$ cat src/rtl/frame_strobe_sequencer.sv
// frame_strobe_sequencer
// Configuration-frame write controller for one fabric region. Takes one
// command (column, frame index), collects NumRows row words into FrameData,
// then raises the column enable and a registered one-hot frame strobe.
module frame_strobe_sequencer #(
    parameter int MaxFramesPerCol = 20,
    parameter int FrameBitsPerRow = 32,
    parameter int NumRows         = 4,
    parameter int NumCols         = 4,
    parameter int StrobeCycles    = 2,
    parameter int ColAddrW        = 2,
    parameter int FrameIdxW       = 5
) (
    input  logic                                UserCLK,
    input  logic                                resetn,
    input  logic                                cmd_valid,
    output logic                                cmd_ready,
    input  logic [ColAddrW-1:0]                 cmd_col,
    input  logic [FrameIdxW-1:0]                cmd_frame,
    input  logic                                data_valid,
    output logic                                data_ready,
    input  logic [FrameBitsPerRow-1:0]          data_word,
    output logic [NumRows*FrameBitsPerRow-1:0]  FrameData,
    output logic [MaxFramesPerCol-1:0]          FrameStrobe,
    output logic [NumCols-1:0]                  ColSelect,
    output logic                                busy,
    output logic                                err,
    output logic [15:0]                         frames_done
);

    localparam int RowW = (NumRows > 1) ? $clog2(NumRows) : 1;
    localparam int SCW  = (StrobeCycles > 1) ? $clog2(StrobeCycles) : 1;

    localparam logic [2:0] S_IDLE   = 3'd0;
    localparam logic [2:0] S_LOAD   = 3'd1;
    localparam logic [2:0] S_SETUP  = 3'd2;
    localparam logic [2:0] S_STROBE = 3'd3;
    localparam logic [2:0] S_HOLD   = 3'd4;

    logic [2:0]                         r_state;
    logic [RowW-1:0]                    r_row_cnt;
    logic [SCW-1:0]                     r_scnt;
    logic [ColAddrW-1:0]                r_col;
    logic [FrameIdxW-1:0]               r_frame;
    logic                               r_bad;
    logic [NumRows*FrameBitsPerRow-1:0] r_frame_data;
    logic [MaxFramesPerCol-1:0]         r_strobe;
    logic [NumCols-1:0]                 r_colsel;
    logic [15:0]                        r_frames_done;
    logic                               w_cmd_bad;
    logic [NumCols-1:0]                 w_col_onehot;
    logic [MaxFramesPerCol-1:0]         w_frame_onehot;

    // Address range check and one-hot decodes of the latched command
    always_comb begin
        w_cmd_bad      = (32'(cmd_frame) >= MaxFramesPerCol) || (32'(cmd_col) >= NumCols);
        w_col_onehot   = {{(NumCols-1){1'b0}}, 1'b1} << r_col;
        w_frame_onehot = {{(MaxFramesPerCol-1){1'b0}}, 1'b1} << r_frame;
    end

    // Sequencer: handshakes, row capture, column enable, strobe timing, frame count.
    // Strobe and column enable are registered on state entry so they never glitch.
    always_ff @(posedge UserCLK or negedge resetn) begin
        if (!resetn) begin
            r_state       <= S_IDLE;
            r_row_cnt     <= '0;
            r_scnt        <= '0;
            r_col         <= '0;
            r_frame       <= '0;
            r_bad         <= 1'b0;
            r_frame_data  <= '0;
            r_strobe      <= '0;
            r_colsel      <= '0;
            r_frames_done <= '0;
        end else begin
            case (r_state)
                S_IDLE: begin
                    if (cmd_valid) begin
                        r_col     <= cmd_col;
                        r_frame   <= cmd_frame;
                        r_bad     <= w_cmd_bad;
                        r_row_cnt <= '0;
                        r_state   <= S_LOAD;
                    end
                end
                S_LOAD: begin
                    if (data_valid) begin
                        r_frame_data[r_row_cnt*FrameBitsPerRow +: FrameBitsPerRow] <= data_word;
                        r_row_cnt <= r_row_cnt + RowW'(1);
                        if (r_row_cnt == RowW'(NumRows-1)) begin
                            r_state  <= S_SETUP;
                            r_colsel <= r_bad ? '0 : w_col_onehot;
                        end
                    end
                end
                S_SETUP: begin
                    r_state  <= S_STROBE;
                    r_scnt   <= '0;
                    r_strobe <= r_bad ? '0 : w_frame_onehot;
                end
                S_STROBE: begin
                    if (r_scnt == SCW'(StrobeCycles-1)) begin
                        r_state  <= S_HOLD;
                        r_strobe <= '0;
                    end else begin
                        r_scnt <= r_scnt + SCW'(1);
                    end
                end
                S_HOLD: begin
                    r_state  <= S_IDLE;
                    r_colsel <= '0;
                    if (!r_bad)
                        r_frames_done <= r_frames_done + 16'd1;
                end
                default: begin
                    r_state  <= S_IDLE;
                    r_strobe <= '0;
                    r_colsel <= '0;
                end
            endcase
        end
    end

    // Status and handshake outputs decoded from registered state only
    always_comb begin
        cmd_ready   = (r_state == S_IDLE);
        data_ready  = (r_state == S_LOAD);
        busy        = (r_state != S_IDLE);
        err         = (r_state == S_HOLD) && r_bad;
        FrameData   = r_frame_data;
        FrameStrobe = r_strobe;
        ColSelect   = r_colsel;
        frames_done = r_frames_done;
    end

endmodule

$ cat config.mk
export PLATFORM = sky130hd
export DESIGN_NAME = frame_strobe_sequencer
export DESIGN_NICKNAME = d
export VERILOG_FILES = /design/src/rtl/frame_strobe_sequencer.sv
export SDC_FILE = /design/constraint.sdc
export NUM_CORES = 1
export LEC_CHECK = 0
export BUFFER_PORTS_ARGS = -buffer_cell sky130_fd_sc_hd__buf_2
export CORE_ASPECT_RATIO = 0.75
export CORE_UTILIZATION = 28
export CTS_BUF_LIST = sky130_fd_sc_hd__clkbuf_2 sky130_fd_sc_hd__clkbuf_4 sky130_fd_sc_hd__clkbuf_8
export CTS_CLUSTER_DIAMETER = 100
export DETAILED_ROUTE_END_ITERATION = 12
export RECOVER_POWER = 50
export SYNTH_ARGS = -nofsm -noshare
export SYNTH_HDL_FRONTEND = slang
export SYNTH_SLANG_ARGS = --single-unit
$ cat constraint.sdc
create_clock -name UserCLK -period 3.85 [get_ports UserCLK]
set_input_delay 0.5775 -clock UserCLK [delete_from_list [all_inputs] [get_ports UserCLK]]
set_output_delay 0.5775 -clock UserCLK [all_outputs]
set_load 0.02 [all_outputs]
==> results of run 1 <==
-- per-stage QoR --
step | power, W | setup WS (ps) | instances
floorplan | 0.005044 | 1774 | 757
global placement | 0.006310 | 1499 | 1280
detailed placement | 0.006382 | 1441 | 1280
CTS | 0.007870 | 1426 | 1312
global route | 0.008243 | 665.9 | 1312
finish | 0.007657 | 1148 | 1313
-- state kept, by name, summed over array words and instances, names as in the netlist --
name and count:
FrameStrobe 20, r_scnt 1, FrameData 128, r_row_cnt 2
ColSelect 4, frames_done 16, r_bad 1, r_col 2
r_state 3, r_frame 5
-- path summary, 6_finish.rpt --
check	from	to	slack [ps]	depth (start not counted)
worst max-delay path	resetn	frames_done[3]	1150	2
worst min register to register	frames_done[15]	frames_done[15]	480	1
min in group asynchronous	resetn	FrameData[38]	970	1
worst max register to register	r_row_cnt[0]	FrameData[29]	1460	5
worst min-delay path	cmd_col[1]	r_col[1]	350	2
max in group UserCLK	r_row_cnt[0]	FrameData[29]	1460	5
-- layout make-up --
class,count,area share (%)
repair buffers,226,11.50
multi-input cells,523,29.20
well taps,344,4.687
clock buffers,24,3.188
clock inverters,8,1.608
flip-flops and latches,182,49.59
inverters,5,0.2044
diodes,1,0.02725
-- power groups by stage --
| stage | sequential [W] | clock, W | combinational, W |
|---|---|---|---|
| floorplan | 0.00384 | 0 | 0.00121 |
| global placement | 0.00311 | 0 | 0.00320 |
| detailed placement | 0.00313 | 0 | 0.00326 |
| CTS | 0.00310 | 0.00151 | 0.00326 |
| global route | 0.00321 | 0.00159 | 0.00344 |
| finish | 0.00310 | 0.00145 | 0.00310 |
-- worst reg2reg max path, stage by stage (launching register included) --
cell and delay, ps:
dfrtp_1 460, inv_1 240, ha_1 420, nand2_2 670, nand2_1 300, o21ai_0 120
-- layout by cell type, fill, tap and decap left out, types with 2 or more instances in the layout --
master	netlist	routed
clkbuf_4	0	6
nand4_1	4	4
and3_1	4	3
buf_4	0	10
mux2_2	8	8
o21ai_0	125	125
nor3_2	2	4
nor4b_1	2	2
nor4_2	1	2
nor2b_1	3	3
nor2_1	9	8
nand2b_1	4	4
ha_1	7	7
nand2_1	278	274
a32o_1	5	5
a22o_1	17	17
xor2_1	7	7
clkbuf_1	41	80
o31ai_1	2	2
nor3b_2	2	2
dfrtp_1	182	182
nor3_1	4	2
clkbuf_8	0	18
xnor2_1	8	8
o21ai_1	7	7
a21oi_1	2	2
and2_1	2	2
buf_2	2	134
clkinvlp_4	0	3
clkbuf_2	0	2
nor4_4	2	2
bufinv_16	0	4
nand3_1	6	6
nand2_2	0	4
inv_1	5	5
-- metal layers --
metal,vias up,global-route usage (%),wire [um]
met5,-,0,0
met4,0,4.626,180
met3,11,4.792,1323
met2,148,23.78,9391
met1,2863,23.17,10510
li1,2902,-,-
-- cell families after synthesis --
family,count (synthesis)
XOR/XNOR,15
AO/OA/AOI/OAI,162
flip-flops,182
AND/OR/NAND/NOR,330
adder cells (fa/ha/maj),7
buffers and inverters,52
multiplexers,9
==> impl_metrics.py, run 1 <==
metrics = {
    "run_status": {
        "status": "finished with violations",
        "violations": "capacitance limit, slew limit",
    },
    "drt": {
        "first_pass_iters": 4,
        "vias": 5924,
        "ant_nets": 0,
        "viasPerCell": 4.512,
        "drt-initial-drc-count": 249,
        "wire_per_inst_um": 16.30,
        "drt_wl_total_um": 21400,
        "drc": 0,
    },
    "power": {
        "p_comb_share_pct": 40.5,
        "switching_share_pct": 44.49,
        "p_seq_share_pct": 40.5,
        "clockPowerShare_pct": 19.0,
        "cellLeakagePower_nw": 4.308,
        "p_sw_w": 0.003406,
        "p_per_area_nw_per_um2": 833.8,
        "vdd_drop_max_mv": 0.3279,
        "intPower_w": 0.004251,
    },
    "critical_path": {
        "cpMostUsedCell": "clkbuf_2",
        "endpoint_kind": "asynchronous set/reset pin",
        "startpoint_type": "input port",
        "cp_max_fo": 105,
        "cp.buffers_inverters": 2,
        "worst_path_largest_cell_delay_ps": 1900,
        "cp_slowest_cell": "clkbuf_2",
        "worstPathCellList": "clkbuf_2 > clkbuf_2",
        "arrival_ps": 3280,
        "required_ps": 4430,
        "critPathTopFamily": "buffers and inverters",
        "worstSetupPathType": "in -> async",
    },
    "clocking": {
        "numCtsBuffers": 17,
        "clkSinkCount": 182,
        "cts_tree": "built",
        "root_buffer": "clkbuf_8",
        "clkTransAtPathRegs_ps": 90,
        "cts_setup_buffers": 0,
        "cts.htree.levels": 4,
        "cts_hold_buf": 0,
        "clock_latency_ps": 470,
        "ctsResizeCount": 0,
        "cts.path.max_buffers": 2,
    },
    "synthesis": {
        "ys.flop_type": "dfrtp_1",
        "synth_most_common_cell": "nand2_1",
        "synth_compound_area_share_pct": 12.35,
        "syn_nets": 807,
        "netlist_top_cells_area": "dfrtp_1 (61%), nand2_1 (14%), o21ai_0 (8.4%), clkbuf_1 (2.1%), a22o_1 (2.0%)",
        "synth_edf_count": 0,
        "synthDominantCellAreaShare_pct": 61.43,
        "syn_avg_cell_area_um2": 9.793,
        "syn_area_um2": 7413,
        "synth_commonest_cells": "nand2_1 (278), dfrtp_1 (182), o21ai_0 (125), clkbuf_1 (41), a22o_1 (17)",
        "synth_top_family_by_area": "simple AND/OR/NAND/NOR gates",
        "synth_xor_area_share_pct": 1.772,
        "yosys.area.top_type": "dfrtp_1",
        "async_flop_share_pct": 100.0,
        "synthAdderAreaFrac_pct": 1.181,
        "syn_inst": 757,
        "synth_seq_cells": 182,
        "ys_seq_area_share_pct": 61.43,
        "synth_cell_type_count": 41,
        "ys_warn_count": 0,
        "synthSimpleGateAreaFrac_pct": 19.04,
        "yosys-mux-area-fraction_pct": 1.350,
    },
    "floorplanning": {
        "rows": 51,
        "die_x_um": 189.9,
        "coreArea_um2": 25970,
        "dieArea_um2": 27140,
        "initial_core_util_pct": 28.54,
        "io_pins": 215,
        "die_h_um": 142.9,
    },
    "global_routing": {
        "grt_usage_pct": 16.29,
        "antenna_found_initial": 1,
        "grt.overflow.total": 0,
        "grt_max_degree": 106,
        "grt_pass1_wl_um": 33640,
        "grt_pass1_vias": 5728,
    },
    "timing": {
        "hold_viol": 0,
        "rsz0062_at_grt": "no",
        "fin_worst_skew_ps": 17.51,
        "fin_tns_setup_ps": 0,
        "slew-limit-headroom_pct": -85.99,
        "post-route-min-period_ps": 2702,
        "fin_crit_sh_pct": 70.17,
        "setup_viol": 0,
        "drv_slew": 106,
        "fmax_ghz": 0.3701,
        "worst_slew_pin_slew_ps": 2790,
        "timing.hold.ws_ps": 345.0,
    },
    "place": {
        "dp_hpwl_um": 14730,
        "place_area_um2": 8855,
        "globalplace.congestion": 0.7807,
        "io_buffers": 214,
    },
    "finish": {
        "nets": 1005,
        "drive_gt1_share_pct": 21.07,
        "area_delta_synth_final_pct": 23.88,
        "final-seq-area_um2": 4554,
        "final_core_util_pct": 35.36,
        "fin_area_um2": 9184,
        "multi_input_area_um2": 2681,
        "fillers": 2689,
    },
    "job": {
        "max_cap_viol_count": 1,
    },
    "hold_path": {
        "min_path_type": "in -> reg",
    },
}
No activity file was read; power rests on OpenSTA's default activity.
==> inputs of run 2 (changes only) <==
ABC_AREA = 1   (was not set)
clock period = 2.3 ns   (was 3.85 ns; I/O delays follow)
==> run 2 against run 1 <==
The flow still finishes with violations (capacitance limit, slew limit). Sequential share of layout area is 3.7 points lower. Via count is 21% higher. Clock power is 60% higher. Global-route usage is 0.87 points higher. Power is 44% higher. Critical path depth stayed put. Worst setup slack worse by 870 ps. Combinational power is 40% higher. Largest cell class unchanged. Highest routed layer unchanged.
==> impl_metrics.py, run 2 <==
metrics = {
    "job": {
        "max_cap_viol_count": 1,
    },
    "clocking": {
        "clkSinkCount": 182,
        "clkTransAtPathRegs_ps": 100,
        "root_buffer": "clkbuf_8",
        "cts_setup_buffers": 0,
        "cts.path.max_buffers": 2,
        "ctsResizeCount": 0,
        "clock_latency_ps": 470,
        "numCtsBuffers": 17,
        "cts_tree": "built",
        "cts.htree.levels": 4,
    },
    "synthesis": {
        "async_flop_share_pct": 100.0,
        "syn_inst": 949,
        "ys_seq_area_share_pct": 56.30,
        "ys_warn_count": 0,
        "yosys.area.top_type": "dfrtp_1",
        "synth_most_common_cell": "nand2_1",
        "ys.flop_type": "dfrtp_1",
        "synthDominantCellAreaShare_pct": 56.30,
        "syn_area_um2": 8089,
        "syn_nets": 999,
        "synth_commonest_cells": "nand2_1 (291), dfrtp_1 (182), o21ai_0 (109), nand3_1 (107), inv_1 (66)",
        "syn_avg_cell_area_um2": 8.524,
        "synth_seq_cells": 182,
        "synth_cell_type_count": 31,
        "synth_edf_count": 0,
        "netlist_top_cells_area": "dfrtp_1 (56%), nand2_1 (14%), o21ai_0 (6.7%), nand3_1 (6.6%), inv_1 (3.1%)",
    },
    "run_status": {
        "status": "finished with violations",
        "violations": "capacitance limit, slew limit",
    },
    "global_routing": {
        "grt_busiest_layer": "met2",
        "grt.overflow.total": 0,
        "grt_pass1_vias": 6744,
        "grtUsageMet2_pct": 25.14,
        "grt_usage_pct": 17.15,
        "grt_max_degree": 65,
        "grtUsageMet3_pct": 4.635,
        "antenna_found_initial": 0,
        "grt_pass1_wl_um": 38810,
        "gr-usage-met1_pct": 24.99,
    },
    "critical_path": {
        "worstPathCellList": "nor3_1 > buf_2",
        "cp_slowest_cell": "dfrtp_1",
        "endpoint_kind": "output pin",
        "worstSetupPathType": "reg -> out",
        "worst_path_largest_cell_delay_ps": 480,
        "r2r_start": "r_row_cnt[0]",
        "arrival_ps": 1680,
        "worstSetupStartpoint": "r_state[1]",
        "r2r_slack_ps": 340,
        "cp_max_fo": 7,
        "required_ps": 1960,
        "startpoint_type": "register",
    },
    "finish": {
        "diodes": 0,
        "nets": 1201,
        "final_cell_mix": "nand2_1 (291), dfrtp_1 (182), buf_2 (131), o21ai_0 (109), nand3_1 (108)",
        "fin_cells": 1548,
        "drive_gt1_share_pct": 17.54,
        "final_core_util_pct": 35.22,
        "area_delta_synth_final_pct": 22.72,
        "largest_register_ffs": 128,
        "final_common_cell": "nand2_1",
    },
    "power": {
        "p_seq_share_pct": 39.7,
        "p_sw_w": 0.004959,
        "cellLeakagePower_nw": 5.354,
        "p_comb_share_pct": 39.3,
        "vdd_drop_max_mv": 0.4296,
        "p_per_area_nw_per_um2": 1114,
        "switching_share_pct": 44.85,
        "clockPowerShare_pct": 21.0,
        "intPower_w": 0.006097,
    },
    "timing": {
        "rsz0062_at_grt": "no",
        "worst_slew_pin_slew_ps": 1513,
        "timing.hold.ws_ps": 90.19,
        "setup_viol": 0,
        "fin_tns_setup_ps": 0,
        "fin_worst_skew_ps": 14.72,
        "fmax_ghz": 0.4938,
        "hold_viol": 0,
        "drv_slew": 56,
        "fin_crit_sh_pct": 88.06,
        "post-route-min-period_ps": 2025,
        "slew-limit-headroom_pct": -0.8846,
    },
    "floorplanning": {
        "io_pins": 215,
        "dieArea_um2": 29580,
        "coreArea_um2": 28180,
        "rows": 53,
        "initial_core_util_pct": 28.70,
        "die_h_um": 149.2,
        "die_x_um": 198.3,
    },
    "drt": {
        "vias": 7150,
        "drt-initial-drc-count": 365,
        "viasPerCell": 4.619,
        "drc": 0,
        "ant_nets": 0,
        "first_pass_iters": 5,
        "drt_wl_total_um": 24820,
        "wire_per_inst_um": 16.03,
    },
    "hold_path": {
        "min_path_type": "in -> reg",
        "hp-start": "cmd_frame[1]",
    },
    "place": {
        "dp_hpwl_um": 17810,
        "io_buffers": 214,
        "dp_cells": 1516,
        "globalplace.congestion": 0.8640,
    },
}
[run 2: through the flow]
step,power [W],setup slack [ps],cell area (um^2)
global route,0.01183,91.47,9927
detailed placement,0.008919,452.0,9651
finish,0.01106,274.7,9927
floorplan,0.007236,150.5,8089
global placement,0.008856,501.7,9651
CTS,0.01131,223.1,10060
[run 2: cell families (layout without fill, tap and decap cells)]
kind of cell,after synthesis,in the layout,share of synthesized area (%)
flops,182,182,56.30
xor+xnor,9,9,0.9745
fa+ha+maj,7,7,1.083
buf+inv,124,338,6.512
simple gates,470,470,25.35
compound gates,157,157,9.776
[run 2: path summary, 6_finish.rpt]
kind	to	cells after the start
max reg2reg	FrameData[56]	6
min reg2reg	FrameStrobe[17]	2
max	data_ready	2
max in group asynchronous	frames_done[15]	3
min	r_frame[1]	3
min in group asynchronous	FrameData[12]	2
[run 2: power by group through the flow]
stage,Sequential (W),Clock [W],Combinational [W]
final,0.00439,0.00232,0.00434
after global routing,0.00448,0.00254,0.00480
after CTS,0.00438,0.00244,0.00449
after detailed placement,0.00444,0,0.00448
after global placement,0.00442,0,0.00443
after floorplan,0.00513,0,0.00210
[run 2: what timing repair did]
item / 4_1_cts / 5_1_grt
endpoints found under the hold margin: 52 / 0
setup endpoints to repair: 0 / 0
hold buffers: 1 / 0
[run 2: worst max-delay path, delay by kind of cell (launching register included)]
family,cells,cell delay (ps)
buffers and inverters,1,260
flip-flops,1,480
AND/OR/NAND/NOR,1,480
[run 2: layout make-up]
class / instances / area (um^2)
flip-flops and latches: 182 / 4554
inverters: 70 / 265.3
clock buffers: 19 / 261.5
well taps: 385 / 481.7
repair buffers: 237 / 1211
fillers: 2986 / 18260
multi-input cells: 643 / 3012
clock inverters: 12 / 141.4
[run 2: layer usage]
metal,up-vias,wire (um)
li1,3481,-
met4,0,184
met3,11,1643
met1,3446,12180
met5,-,0
met2,212,10820
